**config.mk**
```make
export PLATFORM = sky130hd
export DESIGN_NAME = attn_core_scheduler
export DESIGN_NICKNAME = d
export VERILOG_FILES = /design/src/rtl/attn_core_scheduler_pkg.sv /design/src/rtl/attn_core_scheduler_rr_arbiter.sv /design/src/rtl/attn_core_scheduler.sv
export SDC_FILE = /design/constraint.sdc
export NUM_CORES = 1
export LEC_CHECK = 0
export CAP_MARGIN = 0
export CORE_MARGIN = 4
export CORE_UTILIZATION = 34
export CTS_CLUSTER_DIAMETER = 200
export DETAILED_ROUTE_END_ITERATION = 8
export PLACE_DENSITY = 0.81
export SETUP_SLACK_MARGIN = 0.5
export SLEW_MARGIN = 5
export SYNTH_ARGS = -nofsm -noshare
export SYNTH_HDL_FRONTEND = slang
export SYNTH_SLANG_ARGS = --single-unit
```
**constraint.sdc**
```tcl
create_clock -name clk -period 2 [get_ports clk]
set_input_delay 0.2 -clock clk [delete_from_list [all_inputs] [get_ports clk]]
set_output_delay 0.2 -clock clk [all_outputs]
set_load 0.02 [all_outputs]
```
**src/rtl/attn_core_scheduler_pkg.sv**
```systemverilog
// attn_core_scheduler_pkg: shared attention widths and scheduler types
package attn_core_scheduler_pkg;
    localparam int att_width     = 16;
    localparam int HW            = 4;
    localparam int SCHED_NUM_REQ = 4;
    typedef enum logic [1:0] {IDLE, RUN, FLUSH} sched_state_t;
endpackage

```
**src/rtl/attn_core_scheduler_rr_arbiter.sv**
```systemverilog
// rr_arbiter: combinational round-robin search starting just after the last winner
module rr_arbiter #(
    parameter int N = 4
) (
    input  logic [N-1:0]         req_i,
    input  logic [$clog2(N)-1:0] rr_i,
    output logic [N-1:0]         gnt_o,
    output logic [$clog2(N)-1:0] idx_o,
    output logic                 valid_o
);
    localparam int IW = $clog2(N);
    always_comb begin
        idx_o = '0;
        // scan farthest offset first so the nearest requester overwrites
        for (int k = N; k >= 1; k--) begin
            if (req_i[(int'(rr_i) + k) % N]) idx_o = IW'((int'(rr_i) + k) % N);
        end
    end
    assign valid_o = |req_i;
    assign gnt_o   = N'(valid_o) << idx_o;
endmodule

```
**src/rtl/attn_core_scheduler.sv**
```systemverilog
// attn_core_scheduler: shares one attention core between NUM_REQ heads, round-robin,
// one job per grant with a flush gap so the core's internal counters clear.
module attn_core_scheduler
    import attn_core_scheduler_pkg::*;
#(
    parameter int NUM_REQ   = SCHED_NUM_REQ,
    parameter int TIMEOUT   = 64,
    parameter int FLUSH_CYC = 2
) (
    input  logic                           clk,
    input  logic                           rst_n,
    input  logic [NUM_REQ-1:0]             req_i,
    input  logic [NUM_REQ*att_width-1:0]   req_att_i,
    input  logic [NUM_REQ*att_width-1:0]   req_bias_i,
    output logic [NUM_REQ-1:0]             grant_o,
    output logic [NUM_REQ-1:0]             done_o,
    output logic [att_width-1:0]           result_o,
    output logic                           timeout_err_o,
    output logic                           busy_o,
    output logic                           core_en_o,
    output logic [att_width-1:0]           core_i_att_o,
    output logic [att_width-1:0]           core_att_bias_o,
    input  logic                           core_end_flag_i,
    input  logic [att_width-1:0]           core_o_att_i
);
    localparam int IW = $clog2(NUM_REQ);
    localparam int RW = $clog2(TIMEOUT);
    localparam int FW = $clog2(FLUSH_CYC + 1);
    localparam logic [RW-1:0] RUN_LAST   = RW'(TIMEOUT - 1);
    localparam logic [FW-1:0] FLUSH_LAST = FW'(FLUSH_CYC - 1);
    sched_state_t         state_q;
    logic [IW-1:0]        rr_q, widx_q, widx_d;
    logic [NUM_REQ-1:0]   grant_q, grant_d, done_q;
    logic [att_width-1:0] result_q;
    logic [RW-1:0]        run_cnt_q;
    logic [FW-1:0]        flush_cnt_q;
    logic                 timeout_q, busy_q, en_q, win_valid;
    rr_arbiter #(.N(NUM_REQ)) u_arb (
        .req_i   (req_i),
        .rr_i    (rr_q),
        .gnt_o   (grant_d),
        .idx_o   (widx_d),
        .valid_o (win_valid)
    );
    always_ff @(posedge clk or negedge rst_n) begin
        if (!rst_n) begin
            state_q     <= IDLE;
            rr_q        <= IW'(NUM_REQ - 1);
            widx_q      <= '0;
            grant_q     <= '0;
            done_q      <= '0;
            result_q    <= '0;
            timeout_q   <= 1'b0;
            busy_q      <= 1'b0;
            en_q        <= 1'b0;
            run_cnt_q   <= '0;
            flush_cnt_q <= '0;
        end else begin
            done_q    <= '0;
            timeout_q <= 1'b0;
            case (state_q)
                IDLE: if (win_valid) begin
                    state_q   <= RUN;
                    grant_q   <= grant_d;
                    widx_q    <= widx_d;
                    rr_q      <= widx_d;
                    en_q      <= 1'b1;
                    busy_q    <= 1'b1;
                    run_cnt_q <= '0;
                end
                RUN: if (core_end_flag_i || run_cnt_q == RUN_LAST) begin
                    state_q     <= FLUSH;
                    grant_q     <= '0;
                    en_q        <= 1'b0;
                    flush_cnt_q <= '0;
                    // end_flag beats a coincident timeout
                    if (core_end_flag_i) begin
                        result_q <= core_o_att_i;
                        done_q   <= grant_q;
                    end else begin
                        timeout_q <= 1'b1;
                    end
                end else begin
                    run_cnt_q <= run_cnt_q + 1'b1;
                end
                FLUSH: if (flush_cnt_q == FLUSH_LAST) begin
                    state_q <= IDLE;
                    busy_q  <= 1'b0;
                end else begin
                    flush_cnt_q <= flush_cnt_q + 1'b1;
                end
                default: state_q <= IDLE;
            endcase
        end
    end
    assign grant_o         = grant_q;
    assign done_o          = done_q;
    assign result_o        = result_q;
    assign timeout_err_o   = timeout_q;
    assign busy_o          = busy_q;
    assign core_en_o       = en_q;
    assign core_i_att_o    = |grant_q ? req_att_i[widx_q*att_width +: att_width] : '0;
    assign core_att_bias_o = |grant_q ? req_bias_i[widx_q*att_width +: att_width] : '0;
endmodule

```
==> run metrics, run 1 <==
multi-input combinational cell area 1710 um2; die height 97.8 um; adder-cell share of the synthesized area 0.00913; Worst-path clk slew 0.08 ns; max-cap viol count 0; routed vias 2866; CP dominant cell by count buf_12; ys flop type dfrtp_1; Power Dens Cells 1460 nW/um2; Pleak 0.00241 uW; outcome complete, but fails checks; Buffers & Inverters on Critical Path 3; routed wire length per instance 19.1 um; Post-synth ARST share 1.00; r2r startpoint rr_q[1]; crit-path max FO 12; Synth Instances 214; Non-Filler Instances 561; Seq cells post-synth 41; post-synthesis mux area share 0.332; Worst path max stage delay 0.49 ns; I/O Pins 210; largest family of logic cells by synthesized area multiplexers; Core ar. 7770 um2; die area 9560 um2; critical path type register to primary output; mean number of vias per cell 5.11; Yosys Warn Count 0; crit start category register; drt total wl 10700 um; Slew @ Worst Pin 0.501 ns; num rows 32; drc violations 0; Mean Syn Cell Area 12.8 um2; worst endpoint data arrival time 1.84 ns; fin. max-slew vios 0; n_diodes 0; H-tree depth 2; Initial DRC Count 43; Post-DRT Antenna Nets 0; FMAX 491 MHz; CTS sink count 41; Final Net Count 611; power consumption 7980 uW; largest net degree at the start of global routing 33; worst setup margin -0.0351 ns; delay-heaviest family, CP multiplexers; Setup Skew 0.0107 ns; clock root cell clkbuf_8; Fillers 578; FF+latch area 1030 um2; Final Cycle Share 1.02; # placed instances 527; Mapped Area 2740 um2; Overflow after GRT 0; unrepaired setup endpoints after global routing yes; post-synthesis xor/xnor area fraction 0.00320; failing checks negative setup slack; Hold Fails Final Rpt 0; Setup-failing EPs final 12; die width 97.8 um; Port Buf Inserts 209; Worst Hold Margin 0.363 ns; crit path time final 2.04 ns; share of layout cells above drive strength 1 0.331; Synth Area in Compound Gates 0.0849; detailed placement HPWL 8630 um; crit-path cells buf_12 > buf_12 > mux4_2 > nor2b_1 > buf_4; Hold EP done_o[1]; hold path depth 2; GRT Overall Usage 0.209; TritonCTS clock tree done; register area share after synthesis 0.375; worst skew pair latency 0.30 ns; reg2reg end grant_o[3]; Pre-antenna DRT Iters 4; Hold Crit Start core_end_flag_i; Num CTS Buffers 5; first-pass GRT wire length 15800 um; Reg2Reg Setup Slack 0.53 ns; HP Class primary input to register; synthesized net count 367; Max rail drop VDD 0.00101 V; Synth Area in Simple Gates 0.163; initial antenna violation count 0; Post-synth EDFFs 0; CP max stage cell mux4_2; final estimated routing congestion in global placement 0.883; r2r worst-path depth 5; Initial Util 0.353; Worst Setup End Kind primary output; Layout area overhead 99.1%; vias in the first global route 2977; Rel. slew slack 0.666; CP required 1.80 ns; synth unique cells 43; Clock Tree Buf Depth 2
==> metal layers <==
layer  global-route usage  up-vias  part of all wire
li1                     -     1307                 -
met1                0.228     1399              0.36
met2                0.386      142              0.53
met3               0.0721       18             0.082
met4               0.0543        0             0.021
met5                    0        -                 0
==> timing repair <==
| action | in CTS | in global routing |
|---|---|---|
| setup endpoints to repair | 62 | 65 |
| hold buffers | 1 | 0 |
| endpoints found under the hold margin | 19 | 0 |
| setup buffers | 4 | 21 |
| cloned | 0 | 0 |
| gates resized for setup | 131 | 80 |
| pin swaps | 0 | 5 |
==> layout make-up <==
class	instances	share of cell area
multi-input combinational	156	0.314
inverter	3	0.00206
clock inverter	2	0.00642
tap	102	0.0234
timing repair buffer	251	0.452
clock buffer	6	0.0133
sequential	41	0.189
==> flip-flops by register name, indices dropped and copies added (netlist names) <==
name	cells
busy_o	1
core_en_o	1
done_o	4
flush_cnt_q	2
grant_o	4
result_o	16
rr_q	2
run_cnt_q	6
state_q	2
timeout_err_o	1
widx_q	2
==> logic make-up (layout without fill, tap and decap cells) <==
kind of cell,Yosys count,after routing
mux,49,49
fa+ha+maj,2,2
xor+xnor,1,1
flops,41,41
buf+inv,17,262
compound gates,32,32
simple gates,72,72
==> worst max path at each step <==
stage | depth (start not counted) | startpoint | to | slack [ns]
after global placement | 4 | req_bias_i[8] | core_att_bias_o[8] | -0.07
after floorplan | 4 | widx_q[0] | core_att_bias_o[11] | 0.46
after global routing | 5 | widx_q[0] | core_att_bias_o[9] | -0.09
final | 5 | widx_q[0] | core_i_att_o[3] | -0.04
after detailed placement | 4 | req_bias_i[8] | core_att_bias_o[8] | -0.07
after CTS | 4 | widx_q[0] | core_att_bias_o[11] | -0.12
==> cells in the mapped netlist, types with 3 or more instances <==
library cell	count	area, um2
a21o_1	3	22.5
a21oi_1	5	25.0
a32o_1	4	40.0
and2b_1	11	82.6
and3_1	7	43.8
buf_2	5	25.0
buf_4	3	22.5
clkbuf_1	4	15.0
dfrtp_1	39	976
inv_1	3	11.3
mux2_2	16	180
mux4_2	32	721
nand2_1	6	22.5
nand2b_1	5	31.3
nand3_1	3	15.0
nor2_1	6	22.5
nor2b_1	24	150
nor3_1	3	15.0
o21ai_0	6	30.0
==> layout by cell type (no fill, tap or decap), types with 2 or more instances in the layout <==
master           Yosys  layout
clkdlybuf4s50_1      0     159
buf_4                3      53
dfrtp_1             39      36
mux4_2              32      32
nor2b_1             24      24
mux2_2              16      16
dlymetal6s2s_1       0      13
buf_6                1      11
and2b_1             11      10
and3_1               7       7
nor2_1               6       6
o21ai_0              6       5
nand2_1              6       5
clkbuf_8             0       5
buf_12               0       5
nand2b_1             5       4
a32o_1               4       4
dlygate4sd2_1        0       4
inv_1                3       3
a21oi_1              5       3
a21o_1               3       3
buf_2                5       3
dfrtp_2              0       3
nor3_1               3       2
o211ai_1             2       2
nand3_1              3       2
a21oi_2              0       2
buf_8                0       2
dfstp_2              2       2
==> stage by stage <==
step                TNS [ns]  area, um2  utilization  worst slack, ns
floorplan                  0       2790            -            0.463
global placement      -0.240       5060        0.652          -0.0677
detailed placement    -0.465       5060        0.652          -0.0714
CTS                   -0.973       5210        0.671           -0.124
global route           -1.50       5460        0.702          -0.0934
finish                -0.174       5460        0.702          -0.0351
==> power breakdown <==
part / switching (uW) / internal (uW)
clock network: 281 / 370
registers: 283 / 1170
logic: 2670 / 3200
(Power assumes the default switching activity.)
==> inputs of run 2 (changes only) <==
Settings changed: CORE_UTILIZATION 34 to 35, CTS_BUF_LIST from default to sky130_fd_sc_hd__clkbuf_8, MAX_ROUTING_LAYER from default to met4, PLACE_DENSITY 0.81 to 0.83.
==> run metrics, run 2 (synthesis results as in run 1) <==
outcome complete, but fails checks; failing checks negative setup slack; Hold Fails Final Rpt 0; Gate power share 0.752; FMAX 493 MHz; clock root cell clkbuf_8; Port Buf Inserts 209; num rows 32; die area 9310 um2; fin. max-slew vios 0; cell depth of the worst setup path 6; I/O Pins 210; die width 96.5 um; first-pass GRT wire length 15000 um; Setup-failing EPs final 6; multi-input combinational cell area 1710 um2; unrepaired setup endpoints after global routing yes; Max rail drop VDD 0.000806 V; CP max stage cell dfrtp_2; Highest Signal Layer met4; Worst path max stage delay 0.44 ns; Reg power frac 0.183; Net Sw Frac 0.408; commonest non-fill, non-tap cell in the layout clkdlybuf4s50_1; Worst Setup End Kind primary output; die height 96.5 um; Pre-antenna DRT Iters 4; vias in the first global route 2912; Core ar. 7690 um2; Final Cycle Share 1.01; Post-DRT Antenna Nets 0; CP required 1.80 ns; routed vias 2780; max reg flops 16; crit-path max FO 7; Initial DRC Count 80; FF+latch area 1030 um2; detailed placement HPWL 8560 um; worst endpoint data arrival time 1.83 ns; Pleak 0.00239 uW; Power Dens Cells 1440 nW/um2; GRT Overall Usage 0.222; worst skew pair latency 0.29 ns; HP Class primary input to async pin; met2 routed WL 5610 um; TritonCTS clock tree done; drt total wl 10600 um; Non-Filler Instances 550; Layout area overhead 96.9%; Overflow after GRT 0; mean number of vias per cell 5.05; initial antenna violation count 0; Initial Util 0.356; critical path type register to primary output; Worst-path clk slew 0.08 ns; Final Net Count 599; worst setup margin -0.0295 ns; routed wire length per instance 19.3 um; met1 WL 3540 um; max-cap viol count 0; Fillers 573; crit path time final 2.03 ns; H-tree depth 2; CTS sink count 41; Rel. slew slack 0.701; Setup Skew 0.00452 ns; Buffers & Inverters on Critical Path 4; largest net degree at the start of global routing 33; delay-heaviest family, CP buffers and inverters; Num CTS Buffers 5; final estimated routing congestion in global placement 0.830; Sum Neg Setup Slack -0.0952 ns; power consumption 7750 uW; crit-path cells buf_12 > buf_12 > buf_16 > mux4_2 > nor2b_1 > buf_4; share of layout cells above drive strength 1 0.309; most frequent cells in the layout clkdlybuf4s50_1, dfrtp_1, buf_4, mux4_2, nor2b_1; Power Internal 4580 uW; r2r worst-path depth 4; part of the power in the clock network 0.065; crit start category register; CP dominant cell by count buf_12; Met3 Routed Length 1200 um; # placed instances 524; drc violations 0; Sw Pwr 3160 uW; Slew @ Worst Pin 0.447 ns; Clock Tree Buf Depth 2
-- run 2: cell count changes in the layout (fill, tap and decap cells not counted), sizes merged --
cell,previous run,this run
buf,74,62
bufinv,1,0
clkbuf,6,5
clkdlybuf4s50,159,158
clkinv,1,0
diode,0,1
dlymetal6s2s,13,14
inv,3,6
-- run 2: metrics by stage --
stage                     area (um2)   util  worst slack (ns)  hold WS (ns)
after CTS                       5270  0.685           -0.0437         0.396
after floorplan                 2790      -             0.463       -0.0956
after detailed placement        5050  0.658           -0.0832         0.175
final                           5400  0.702           -0.0295         0.380
after global placement          5050  0.658           -0.0528         0.177
after global routing            5390  0.702           -0.0930         0.396
-- run 2: final cells by class --
| cell class | instances | share of cell area |
|---|---|---|
| diodes | 1 | 0.000464 |
| repair buffers | 239 | 0.450 |
| multi-input cells | 156 | 0.317 |
| clock buffers | 5 | 0.0128 |
| inverters | 3 | 0.00209 |
| flip-flops and latches | 41 | 0.191 |
| clock inverters | 3 | 0.00209 |
| well taps | 102 | 0.0236 |
-- run 2: power groups by stage --
stage | combinational, uW | sequential [uW] | clock, uW
final | 5830 | 1420 | 503
after global routing | 6190 | 1460 | 563
after CTS | 5780 | 1430 | 515
after detailed placement | 5500 | 1450 | 0
after global placement | 5430 | 1420 | 0
after floorplan | 2910 | 1660 | 0
-- run 2: repair_timing --
action	in CTS	in global routing
endpoints found under the hold margin	16	0
pin swaps	0	4
setup buffers	9	5
hold buffers	1	0
setup endpoints to repair	60	57
gates resized for setup	181	26
gates cloned	2	0
-- run 2: path summary, 6_finish.rpt --
check	from	end	slack, ns
min	rst_n	run_cnt_q[5]	0.38
max in group asynchronous	rst_n	state_q[1]	1.13
min reg2reg	busy_o	busy_o	0.49
max reg2reg	state_q[1]	run_cnt_q[5]	0.57
min in group clk	core_end_flag_i	done_o[3]	0.38
max	widx_q[0]	core_i_att_o[4]	-0.03
-- run 2: metal layers --
metal | vias up | global-route usage
met4 | 0 | 0.0759
met3 | 25 | 0.0713
met2 | 140 | 0.404
met1 | 1334 | 0.224
met5 | - | -
li1 | 1281 | -
